**config.mk**
```make
export PLATFORM = sky130hd
export DESIGN_NAME = ddr2_controller_dmaster_b2p_converter
export DESIGN_NICKNAME = d
export VERILOG_FILES = /design/src/rtl/ddr2_controller_dmaster_b2p_converter.sv
export SDC_FILE = /design/constraint.sdc
export NUM_CORES = 1
export LEC_CHECK = 0
export ABC_AREA = 1
export BUFFER_PORTS_ARGS = -buffer_cell sky130_fd_sc_hd__buf_2
export CORE_AREA = 2 2 46 48
export CTS_CLUSTER_DIAMETER = 30
export CTS_CLUSTER_SIZE = 20
export DETAILED_ROUTE_END_ITERATION = 10
export DIE_AREA = 0 0 48 50
export PLACE_DENSITY = 0.71
export SETUP_SLACK_MARGIN = 0.15
export SYNTH_ARGS = -nofsm -noshare
export SYNTH_HDL_FRONTEND = slang
export SYNTH_SLANG_ARGS = --single-unit
export TNS_END_PERCENT = 100
```
**constraint.sdc**
```tcl
create_clock -name clk -period 1.22 [get_ports clk]
set_input_delay 0 -clock clk [delete_from_list [all_inputs] [get_ports clk]]
set_output_delay 0 -clock clk [all_outputs]
set_load 0.01 [all_outputs]
```
**src/rtl/ddr2_controller_dmaster_b2p_converter.sv**
```systemverilog
// ddr2_controller_dmaster_b2p_converter: decodes an escaped byte stream into packet beats; B2P_CHANNEL_EN enables channel decode
module ddr2_controller_dmaster_b2p_converter #(
  parameter logic [7:0] SOP_CODE = 8'h7A,
  parameter logic [7:0] EOP_CODE = 8'h7B,
  parameter logic [7:0] CHN_CODE = 8'h7C,
  parameter logic [7:0] ESC_CODE = 8'h7D,
  parameter logic [7:0] ESC_XOR  = 8'h20
) (
  input  logic       clk,
  input  logic       reset_n,
  output logic       in_ready,
  input  logic       in_valid,
  input  logic [7:0] in_data,
  input  logic       out_ready,
  output logic       out_valid,
  output logic [7:0] out_data,
  output logic       out_startofpacket,
  output logic       out_endofpacket,
  output logic [7:0] out_channel
);
  logic esc_pend, chn_pend, sop_pend, eop_pend;
  logic accept, raw, frame, emit, chn_load;
  logic [7:0] v;
  assign in_ready = !out_valid || out_ready;
  assign accept   = in_valid && in_ready;
  assign raw      = accept && !esc_pend;
  assign frame    = raw && !chn_pend;
  assign v        = esc_pend ? in_data ^ ESC_XOR : in_data;
  assign chn_load = accept && chn_pend && !(raw && in_data == ESC_CODE);
  assign emit     = accept && !chn_pend &&
                    (esc_pend || !(in_data inside {ESC_CODE, SOP_CODE, EOP_CODE, CHN_CODE}));
  // decode-state flags; an SOP code restarts framing and drops a stale EOP
  always_ff @(posedge clk or negedge reset_n)
    if (!reset_n) begin
      esc_pend <= 1'b0;
      chn_pend <= 1'b0;
      sop_pend <= 1'b0;
      eop_pend <= 1'b0;
    end else begin
      esc_pend <= accept ? raw && in_data == ESC_CODE : esc_pend;
      chn_pend <= chn_load ? 1'b0 : chn_pend || (raw && in_data == CHN_CODE);
      sop_pend <= emit ? 1'b0 : sop_pend || (frame && in_data == SOP_CODE);
      eop_pend <= (emit || (frame && in_data == SOP_CODE)) ? 1'b0
                : eop_pend || (frame && in_data == EOP_CODE);
    end
  // output beat register: load on emit, drop valid once consumed, hold under backpressure
  always_ff @(posedge clk or negedge reset_n)
    if (!reset_n) begin
      out_valid         <= 1'b0;
      out_data          <= 8'h00;
      out_startofpacket <= 1'b0;
      out_endofpacket   <= 1'b0;
    end else if (emit) begin
      out_valid         <= 1'b1;
      out_data          <= v;
      out_startofpacket <= sop_pend;
      out_endofpacket   <= eop_pend;
    end else if (out_ready) begin
      out_valid         <= 1'b0;
    end
`ifdef B2P_CHANNEL_EN
  logic [7:0] chn_reg, chn_next;
  assign chn_next = chn_load ? v : chn_reg;
  // channel register and per-beat channel, so a same-cycle update reaches the beat
  always_ff @(posedge clk or negedge reset_n)
    if (!reset_n) begin
      chn_reg     <= 8'h00;
      out_channel <= 8'h00;
    end else begin
      chn_reg     <= chn_next;
      out_channel <= emit ? chn_next : out_channel;
    end
`else
  assign out_channel = 8'h00;
`endif
endmodule
```
* Word-level counts from Yosys, hierarchy flattened
Cells that the tools add are included.
Storage, ports and cells: register bits 15, input bits 12, output and inout bits 20, word-level logic and storage cells 43
Operators by class: equality and inequality tests 4, multiplexer cells 6, bitwise operators 1, reduce and logical (&&, ||, !) cells 24
Operators by type and width (number):
- == test 8 x 7 -> 1 bit (second input constant) | 4
- logical AND 1 bit | 11
- logical OR 1 bit | 6
- two-way mux 6 bit | 1
- logical NOT 1 bit | 5
- two-way mux 1 bit | 5
- nonzero test 4 bit | 1
- nonzero test 2 bit | 1
- NOT 1 bit | 1

* Logic depth before layout (Yosys ltp)
depth after elaboration 8, mapped depth 10, depth with buffers taken out 9

* Worst setup path after synthesis
No wires, ideal clock.
path kind flip-flop to flip-flop, start register out_valid, end register eop_pend, library setup time 0.123 ns, data arrival time 1.102 ns, data required time 1.097 ns, slack -0.005 ns, cell stages (with the launch flop) 9, path buffers 0, period minus slack after synthesis 1.225 ns, cell sequence dfrtp_1 -> nand2_1 -> nand2_1 -> nor2_4 -> nand2_1 -> inv_1 -> nand2_1 -> o21ai_0 -> a21oi_1
On the way: longest elaborated chain between the ends 8, elaborated cells between the ends (all ways) 12, those cells by class mux: 1; reduce/logical: 11
Ends and longest elaborated chain:
- from (decl) | line 15 | output logic out_valid,
- from (signal assigned) | line 49 | out_valid <= 1'b0;
- from (signal assigned) | line 54 | out_valid <= 1'b1;
- from (signal assigned) | line 59 | out_valid <= 1'b0;
- logical NOT 1 bit (*) | line 24 | assign in_ready = !out_valid || out_ready;
- logical OR 1 bit (*) | line 24
- net in_ready | line 11 | output logic in_ready,
- logical AND 1 bit (*) | line 25 | assign accept = in_valid && in_ready;
- logical AND 1 bit | line 26 | assign raw = accept && !esc_pend;
- logical AND 1 bit | line 27 | assign frame = raw && !chn_pend;
- logical AND 1 bit (on tied branches) | line 44, 43
- logical OR 1 bit (on tied branches) | line 44, 43
- two-way mux 1 bit (*) | line 43 | eop_pend <= (emit || (frame && in_data == SOP_CODE)) ? 1'b0
- to (signal assigned) | line 43
- to (decl) | line 21 | logic esc_pend, chn_pend, sop_pend, eop_pend;
Mark *: on every way through the listed nets, which the timed path passes. The rest lies on a longest branch. A chain may end at the register's enable or synchronous reset.

* Worst setup path after layout
start register out_valid, end register out_data[6]
On the way: longest elaborated chain between the ends 5
Ends and longest elaborated chain:
- logical NOT 1 bit | line 24
- logical OR 1 bit | line 24
- logical AND 1 bit | line 25
- logical AND 1 bit (2 in series) | line 30 | assign emit = accept && !chn_pend &&
- to (signal assigned) | line 55 | out_data <= v;
- to (decl) | line 16 | output logic [7:0] out_data,
Every way passes these cells.

==> reports/qor.txt <==
Die area -> 0.00240 mm2
Floorplan die height -> 50 um
Status -> complete, no violations
GR Overflow Total -> 0
Gate count of the mapped netlist -> 103
Iteration-0 DRC Markers -> 8
Area added between synthesis and finish -> 38.9%
Endpoint arrival time on the critical path -> 1.36 ns
Critical hold path startpoint -> in_data[1]
Core utilization of the finished layout -> 58.7%
# IOs -> 32
Pin count of the biggest net entering global routing -> 16
Post-synthesis sequential area ratio -> 46.7%
Post-synth design cell area -> 803 um2
Final critical-path required period -> 1.18 ns
Count of antenna diodes in the layout -> 0
RSZ-0062 raised after global routing -> true
Number of detailed-routing iterations run before antenna repair -> 4
Final weighted congestion in routability-driven placement -> 0.758
Commonest non-fill, non-tap cell in the layout -> sky130_fd_sc_hd__buf_2
Ordered list of cells on the worst path -> nand2_2, nand2_4, nor2_4, buf_6, nand2_8, nand2_2, nand2_1
Average cell area after synthesis -> 7.80 um2
Worst Setup Path Type -> reg -> reg
Stage delay of the slowest cell on the critical path -> 0.40 ns
Max stage delay cell, worst path -> sky130_fd_sc_hd__dfrtp_1
Cell row count -> 16
Final Routed Wirelength -> 1840 um
Worst vdd rail ir drop -> 480 uV
Post-DR vias/cell -> 4.64
Source of the worst register-to-register timing path -> out_valid$_DFFE_PN0P_
Clock tree from TritonCTS -> done
Antenna violations before repair -> 0
Width of the chip -> 48 um
Number of synthesized register bits -> 15
Cell area after layout -> 0.00112 mm2
IO Port Bufs -> 23
Share of cells above drive strength 1 -> 38.0%
CTS Sinks -> 15
CTS HTree Levels -> 1
PnR Total Power -> 0.00116 W
Crit path required time -> 1.40 ns
Pins over their slew limit -> 0
Total global-route track usage -> 17.9%
Clk_skew -> 0.00550 ns
Via count of the first global-routing pass -> 726
Hpwl dp -> 1260 um
Most used cells in the layout excluding fill and tap cells -> 24 x sky130_fd_sc_hd__buf_2, 23 x sky130_fd_sc_hd__nand2_1, 15 x sky130_fd_sc_hd__dfrtp_1
Fill cell total of the finished layout -> 164
Max-cap violation count -> 0
Area of the core -> 0.00190 mm2
Worst setup EP type -> flop
DRC Markers -> 0
Routed len/inst -> 10.9 um
Number of buffers on the longest clock path -> 2
Start point of the critical path -> out_valid$_DFFE_PN0P_
Number of nets at the end of the flow -> 155
Post-Place Cell Area -> 916 um2
Clk Latency, worst-skew pair -> 0.29 ns
Synth unique cells -> 18
Leak -> 0.627 nW
Number of buffers added by the clock tree synthesis step -> 3
Path class of the lowest-slack min-delay path -> in -> reg
Synth warnings -> 0
Hold Vio Cnt, Final -> 0
Type of origin of the critical path -> flop
Fmax -> 0.844 GHz
Via count of the routed design -> 785
Post-DRT Antenna Nets -> 0
Total power density per cell area -> 1040 mW/mm2
Initial core utilization -> 42.2%
Most prevalent standard cell on the critical path -> sky130_fd_sc_hd__nand2_2
Critical-path maximum fanout -> 11
Global-route wire length before repair -> 2960 um
Final setup fails -> 0
Clock-pin slew on the worst setup and hold paths -> 0.09 ns
Clock root buffer -> sky130_fd_sc_hd__clkbuf_4
Final worst-path cycle share -> 97.1%
## cells by family after synthesis
| group | after synthesis | synth area share, % |
|---|---|---|
| AND/OR/NAND/NOR | 57 | 30.5 |
| buffers and inverters | 21 | 16.2 |
| flip-flops | 15 | 46.7 |
| AO/OA/AOI/OAI | 8 | 4.98 |
| XOR/XNOR | 1 | 1.09 |
| other | 1 | 0.467 |
## flip-flops by register name (all words and copies together), names as in the netlist
| name | cells |
|---|---|
| esc_pend | 1 |
| sop_pend | 1 |
| out_data | 8 |
| chn_pend | 1 |
| out_startofpacket | 1 |
| out_endofpacket | 1 |
| eop_pend | 1 |
| out_valid | 1 |
## what timing repair did
item	in CTS	in global routing
resized for setup	9	10
gates cloned	1	0
hold endpoints to repair	20	0
buffers inserted	6	0
hold buffers	6	0
setup endpoints to repair	13	15
pin swaps	3	2
## where the power goes
part           internal, W  switching, W
clock             0.000127      0.000163
combinational     0.000133      0.000166
sequential        0.000541     0.0000279
total             0.000801      0.000357
## layer usage
metal	global-route usage, %	routed length (um)
met1	20.0	765
met2	29.6	932
met3	2.20	92
met4	12.2	52
met5	0	0
## path summary, 6_finish.rpt
check / end / slack (ns) / cells after the start
max: out_data[6]$_DFFE_PN0P_ / 0.04 / 7
min: out_data[1]$_DFFE_PN0P_ / 0.007 / 3
max reg2reg: out_data[6]$_DFFE_PN0P_ / 0.04 / 7
min reg2reg: out_data[3]$_DFFE_PN0P_ / 0.48 / 2
max in group asynchronous: out_data[6]$_DFFE_PN0P_ / 0.84 / 2
min in group asynchronous: chn_pend$_DFF_PN0_ / 0.12 / 2
## synthesized netlist by cell type
library cell | instances | area [um2]
sky130_fd_sc_hd__o21ai_0 | 2 | 10.0
sky130_fd_sc_hd__a21oi_1 | 4 | 20.0
sky130_fd_sc_hd__xor2_1 | 1 | 8.76
sky130_fd_sc_hd__dfrtp_1 | 15 | 375
sky130_fd_sc_hd__nand2_2 | 2 | 12.5
sky130_fd_sc_hd__nand4_1 | 2 | 12.5
sky130_fd_sc_hd__o21ai_1 | 2 | 10.0
sky130_fd_sc_hd__nand2_1 | 35 | 131
sky130_fd_sc_hd__buf_4 | 8 | 60.1
sky130_fd_sc_hd__conb_1 | 1 | 3.75
sky130_fd_sc_hd__clkbuf_8 | 1 | 13.8
sky130_fd_sc_hd__clkbuf_4 | 1 | 7.51
sky130_fd_sc_hd__nor2_4 | 1 | 11.3
sky130_fd_sc_hd__nand3_1 | 10 | 50.1
sky130_fd_sc_hd__nor2_1 | 6 | 22.5
sky130_fd_sc_hd__buf_6 | 1 | 11.3
sky130_fd_sc_hd__inv_1 | 10 | 37.5
sky130_fd_sc_hd__nor3_1 | 1 | 5.00
## cell type report
cell class | count | area (um2) | area share (%)
multi-input combinational | 74 | 378 | 33.9
sequential | 15 | 375 | 33.6
timing repair buffer | 39 | 263 | 23.5
inverter | 10 | 40.0 | 3.59
tap | 27 | 33.8 | 3.03
clock buffer | 4 | 26.3 | 2.35
## per-stage QoR
| step | setup TNS (ns) | std cells | hold WS, ns | setup WS, ns |
|---|---|---|---|---|
| floorplan | 0 | 110 | -0.296 | 0.0730 |
| detailed placement | 0 | 152 | -0.0818 | 0.0784 |
| global route | -0.0632 | 169 | 0.00280 | -0.0253 |
| finish | 0 | 169 | 0.00659 | 0.0352 |
| CTS | 0 | 169 | 0.00116 | 0.0981 |
| global placement | 0 | 152 | -0.0826 | 0.108 |
## critical path, delay by kind of cell (launching register included)
family | cells | cell delay (ns)
AND/OR/NAND/NOR | 6 | 0.54
flip-flops | 1 | 0.40
buffers and inverters | 1 | 0.14
Power figures use the tool's default switching activity.
